==> src/rtl/count_capture_if.sv <==
// Capture-port bundle for count_capture: counter input, event strobe,
// overflow clear and the show-ahead FIFO read side.
interface count_capture_if #(
    parameter int WIDTH = 8,
    parameter int DEPTH = 4
);
    localparam int LW = $clog2(DEPTH) + 1;

    logic [WIDTH-1:0] Q;
    logic             Event;
    logic             Clear_ovf;
    logic             Ready;
    logic [WIDTH-1:0] Data;
    logic             Valid;
    logic [LW-1:0]    Level;
    logic             Overflow;

    modport master (
        output Q, Event, Clear_ovf, Ready,
        input  Data, Valid, Level, Overflow
    );

    modport slave (
        input  Q, Event, Clear_ovf, Ready,
        output Data, Valid, Level, Overflow
    );
endinterface

==> src/rtl/count_capture.sv <==
// Captures the running counter on each rising Event into a small
// show-ahead FIFO with a sticky overflow flag for dropped captures.
module count_capture #(
    parameter int WIDTH = 8,
    parameter int DEPTH = 4
) (
    input  logic CLK,
    input  logic Reset,
    count_capture_if.slave bus
);
    localparam int AW = $clog2(DEPTH);
    localparam int LW = AW + 1;

    logic [WIDTH-1:0] mem_q [DEPTH];
    logic [AW-1:0]    wr_ptr_q, rd_ptr_q;
    logic [LW-1:0]    level_q, level_d;
    logic             ev_d_q;
    logic             ovf_q, ovf_d;

    logic valid, full, rise, pop, push, drop;

    assign valid = (level_q != '0);
    assign full  = (level_q == LW'(DEPTH));
    assign rise  = bus.Event & ~ev_d_q;
    assign pop   = valid & bus.Ready;
    // A full FIFO still accepts when the head leaves on the same edge
    assign push  = rise & (~full | pop);
    assign drop  = rise & ~push;

    always_comb begin
        level_d = level_q;
        if (push && !pop)
            level_d = level_q + 1'b1;
        else if (pop && !push)
            level_d = level_q - 1'b1;
    end

    always_comb begin
        ovf_d = ovf_q;
        if (drop)
            ovf_d = 1'b1;
        else if (bus.Clear_ovf)
            ovf_d = 1'b0;
    end

    always_ff @(posedge CLK or posedge Reset) begin
        if (Reset) begin
            wr_ptr_q <= '0;
            rd_ptr_q <= '0;
            level_q  <= '0;
            ev_d_q   <= 1'b1;
            ovf_q    <= 1'b0;
        end else begin
            if (push)
                wr_ptr_q <= wr_ptr_q + 1'b1;
            if (pop)
                rd_ptr_q <= rd_ptr_q + 1'b1;
            level_q <= level_d;
            ev_d_q  <= bus.Event;
            ovf_q   <= ovf_d;
        end
    end

    // Storage needs no reset: Data is gated by Valid
    always_ff @(posedge CLK) begin
        if (push)
            mem_q[wr_ptr_q] <= bus.Q;
    end

    assign bus.Data     = valid ? mem_q[rd_ptr_q] : '0;
    assign bus.Valid    = valid;
    assign bus.Level    = level_q;
    assign bus.Overflow = ovf_q;
endmodule

==> src/flat_wrapper.sv <==
// flat-port wrapper written by rule: the top's interface ports become plain ports
module count_capture_flat 
#(
    parameter int WIDTH = 8,
    parameter int DEPTH = 4
)
  (CLK, Reset, bus_Q, bus_Event, bus_Clear_ovf, bus_Ready, bus_Data, bus_Valid, bus_Level, bus_Overflow);
  count_capture_if #(.WIDTH(WIDTH), .DEPTH(DEPTH)) bus_i ();
  input  logic CLK;
  input  logic Reset;
  input wire logic [$bits(bus_i.Q)-1:0] bus_Q;
  input wire logic [$bits(bus_i.Event)-1:0] bus_Event;
  input wire logic [$bits(bus_i.Clear_ovf)-1:0] bus_Clear_ovf;
  input wire logic [$bits(bus_i.Ready)-1:0] bus_Ready;
  output wire logic [$bits(bus_i.Data)-1:0] bus_Data;
  output wire logic [$bits(bus_i.Valid)-1:0] bus_Valid;
  output wire logic [$bits(bus_i.Level)-1:0] bus_Level;
  output wire logic [$bits(bus_i.Overflow)-1:0] bus_Overflow;
  assign bus_i.Q = bus_Q;
  assign bus_i.Event = bus_Event;
  assign bus_i.Clear_ovf = bus_Clear_ovf;
  assign bus_i.Ready = bus_Ready;
  assign bus_Data = bus_i.Data;
  assign bus_Valid = bus_i.Valid;
  assign bus_Level = bus_i.Level;
  assign bus_Overflow = bus_i.Overflow;
  count_capture #(.WIDTH(WIDTH), .DEPTH(DEPTH)) u_core (.CLK(CLK), .Reset(Reset), .bus(bus_i));
endmodule
==> config.mk <==
export PLATFORM = sky130hd
export DESIGN_NAME = count_capture_flat
export DESIGN_NICKNAME = d
export VERILOG_FILES = /design/src/rtl/count_capture_if.sv /design/src/rtl/count_capture.sv /design/src/flat_wrapper.sv
export SDC_FILE = /design/constraint.sdc
export NUM_CORES = 1
export LEC_CHECK = 0
export ABC_AREA = 1
export CELL_PAD_IN_SITES_DETAIL_PLACEMENT = 1
export CELL_PAD_IN_SITES_GLOBAL_PLACEMENT = 1
export CORE_MARGIN = 8
export CORE_UTILIZATION = 42
export CTS_CLUSTER_DIAMETER = 120
export DETAILED_ROUTE_END_ITERATION = 6
export GPL_TIMING_DRIVEN = 1
export PLACE_DENSITY_LB_ADDON = 0.1
export SLEW_MARGIN = 25
export SYNTH_ARGS = -nofsm -noshare
export SYNTH_HDL_FRONTEND = slang
export SYNTH_SLANG_ARGS = --single-unit
==> constraint.sdc <==
create_clock -name CLK -period 2.5 [get_ports CLK]
set_input_delay 0.5 -clock CLK [delete_from_list [all_inputs] [get_ports CLK]]
set_output_delay 0.5 -clock CLK [all_outputs]
set_load 0.02 [all_outputs]
==> results.json <==
{
  "status": "complete, but fails checks",
  "violations": "setup timing",
  "critPathLaunch": "u_core.bus.Level[0]",
  "die_w_um": 83.5,
  "path_class": "register to primary output",
  "drt_iter0_markers": 45,
  "cts_tree": "done",
  "regToRegSetupSlack_ns": 0.47,
  "dpl.cell_count": 276,
  "r2r_cells": 10,
  "nNetsFinal": 250,
  "synth_area_um2": 1910,
  "final-hold-violation-count": 0,
  "start_kind": "register",
  "hp-class": "input port to asynchronous set/reset pin",
  "worst_slack_ns": -0.0741,
  "relSlewSlack_pct": 75.3,
  "grt_first_pass_wirelength_mm": 6.80,
  "track_usage_pct": 12.2,
  "grt-ovfl-total": 0,
  "finalCriticalPeriod_ns": 2.57,
  "end_kind": "primary output",
  "hold_ws_ns": 0.483,
  "avgRoutedWirePerCell_um": 14.6,
  "leakagePower_nw": 1.10,
  "ctsHoldBuffers": 0,
  "final.period_utilization_pct": 103,
  "start_util_pct": 43.6,
  "slew_violations": 0,
  "rows": 24,
  "power_density_nw_per_um2": 1110,
  "io_buffers": 25,
  "hpwlAfterDp_mm": 3.05,
  "cp_max_fo": 8,
  "ys_ff_latch": 41,
  "clockBufferDepth": 2,
  "synth_largest_area_cell": "edfxtp_1",
  "clockRootBuffer": "clkbuf_8",
  "crit-reg2reg-capture": "u_core.bus.Level[2]",
  "seq_area_frac_synth_pct": 62.1,
  "gp_congestion": 0.734,
  "syn2layout_area_growth_pct": 24.5,
  "netlist_instances": 191,
  "cts_buffers": 5,
  "antenna_found_initial": 0,
  "reg2reg_from": "u_core.bus.Level[0]",
  "yosysUniqueCellTypes": 20,
  "fin_cells": 284,
  "synth_area_per_cell_um2": 10.0,
  "ios": 26,
  "coreArea_um2": 4380,
  "routed_wl_mm": 4.15,
  "grt_max_degree": 18,
  "drive_gt1_share_pct": 10.3,
  "cap_violations": 0,
  "worstMarginPinSlew_ns": 0.370,
  "vias": 1359,
  "rsz0062_at_grt": "yes",
  "peakVddDrop_v": 0.000680,
  "diodes": 0,
  "worstPathArrival_ns": 2.07,
  "yosys.area.top_type_share_pct": 50.3,
  "setup.worst_path.end": "bus_Data[0]",
  "finalSetupViolCount": 7,
  "grt_pass1_vias": 1432,
  "fmax_mhz": 388,
  "cts.sinks": 41,
  "vias_per_cell": 4.79,
  "clk_latency_ns": 0.29,
  "synth_warnings": 0,
  "syn-num-nets": 210,
  "skew_ns": 0.00545,
  "synth_area_leaders": "edfxtp_1 (50%), dfrtp_1 (10%), inv_1 (9.6%)",
  "die_area_um2": 6970,
  "postCtsSetupBuffers": 0,
  "drtAntennaViolNets": 0,
  "pre_cts_slack_ns": 0.0676,
  "die_h_um": 83.5,
  "required_ns": 2.00,
  "clk_pin_slew_ns": 0.07,
  "cts.htree.levels": 2,
  "firstDrtPassIters": 2,
  "tns_ns": -0.308,
  "drc_errors": 0
}
## final cells by class
type,count,area [um2]
Sequential cell,41,1190
Clock buffer,6,72.6
Multi-Input combinational cell,96,488
Timing Repair Buffer,37,340
Tap cell,52,65.1
Inverter,50,193
Clock inverter,2,33.8
Fill cell,490,2000
## worst min-delay path by stage
stage                                endpoint                start  depth (start not counted)
after CTS                  u_core.wr_ptr_q[1]                Reset                          2
after detailed placement  u_core.bus.Overflow  u_core.bus.Overflow                          2
after global placement    u_core.bus.Overflow  u_core.bus.Overflow                          2
after floorplan           u_core.bus.Level[0]                Reset                          1
final                      u_core.wr_ptr_q[1]                Reset                          2
after global routing      u_core.bus.Overflow                Reset                          2
## worst max-delay path: stages, from the launching register on
cell,delay (ns)
dfrtp_1,0.43
nor2_1,0.22
nand2_1,0.15
inv_1,0.32
a21oi_1,0.11
clkdlybuf4s50_1,0.56
## cell usage in the layout (no fill, tap or decap)
| master | count |
|---|---|
| clkbuf_8 | 5 |
| clkbuf_1 | 1 |
| a21oi_2 | 1 |
| nor2_1 | 6 |
| clkinv_1 | 1 |
| bufinv_16 | 1 |
| nand3_1 | 20 |
| dfrtp_1 | 8 |
| edfxtp_1 | 32 |
| buf_4 | 12 |
| nand2_2 | 2 |
| nand3_2 | 1 |
| fa_1 | 1 |
| inv_1 | 49 |
| a21oi_1 | 7 |
| inv_6 | 1 |
| clkdlybuf4s50_1 | 25 |
| nand4_1 | 2 |
| xnor2_1 | 2 |
| dfstp_2 | 1 |
| o21ai_0 | 2 |
| ha_1 | 5 |
| nand2_1 | 47 |
## state kept, by name, indices dropped and copies added (netlist names)
register	flops
u_core.rd_ptr_q	2
u_core.wr_ptr_q	2
u_core.bus.Level	3
u_core.bus.Overflow	1
u_core.ev_d_q	1
u_core.mem_q	32
## cells in the mapped netlist
| cell | count |
|---|---|
| nand2_1 | 47 |
| clkbuf_4 | 1 |
| nand4_1 | 2 |
| dfstp_2 | 1 |
| fa_1 | 1 |
| clkbuf_8 | 1 |
| a21oi_1 | 7 |
| edfxtp_1 | 32 |
| inv_6 | 1 |
| inv_1 | 49 |
| a21oi_2 | 1 |
| nand3_1 | 20 |
| dfrtp_1 | 8 |
| nand3_2 | 1 |
| nand2_2 | 2 |
| ha_1 | 5 |
| xnor2_1 | 2 |
| nor2_1 | 6 |
| buf_6 | 2 |
| o21ai_0 | 2 |
## timing repair
item / 4_1_cts / 5_1_grt
hold endpoints to repair: 0 / 0
resized for setup: 0 / 0
setup endpoints to repair: 8 / 8
## report_power, final
group | switching [mW] | internal (mW)
clock network | 0.212 | 0.295
registers | 0.0763 | 0.843
logic | 0.704 | 0.502
## cell families (layout without fill, tap and decap cells)
| group | Yosys count | in the layout | synth area share [%] |
|---|---|---|---|
| compound gates | 10 | 10 | 2.81 |
| xor+xnor | 2 | 2 | 0.916 |
| fa+ha+maj | 6 | 6 | 4.32 |
| buf+inv | 54 | 95 | 12.4 |
| flops | 41 | 41 | 62.1 |
| simple gates | 78 | 78 | 17.5 |
## metal layers
layer / wire (um) / GRT usage, % / share of wire, % / up-vias
met4: 80 / 5.02 / 1.9 / 0
met2: 2180 / 21.8 / 53 / 21
met3: 154 / 3.91 / 3.7 / 8
li1: - / - / - / 672
met1: 1730 / 13.0 / 42 / 658
met5: 0 / 0 / 0 / -
## stage by stage
| stage | cell area [um2] | total power, mW | util [%] |
|---|---|---|---|
| floorplan | 1910 | 1.67 | - |
| global placement | 2270 | 2.10 | 51.9 |
| detailed placement | 2270 | 2.15 | 51.9 |
| CTS | 2380 | 2.67 | 54.3 |
| global route | 2380 | 2.81 | 54.3 |
| finish | 2380 | 2.63 | 54.3 |
(Power assumes the default switching activity.)
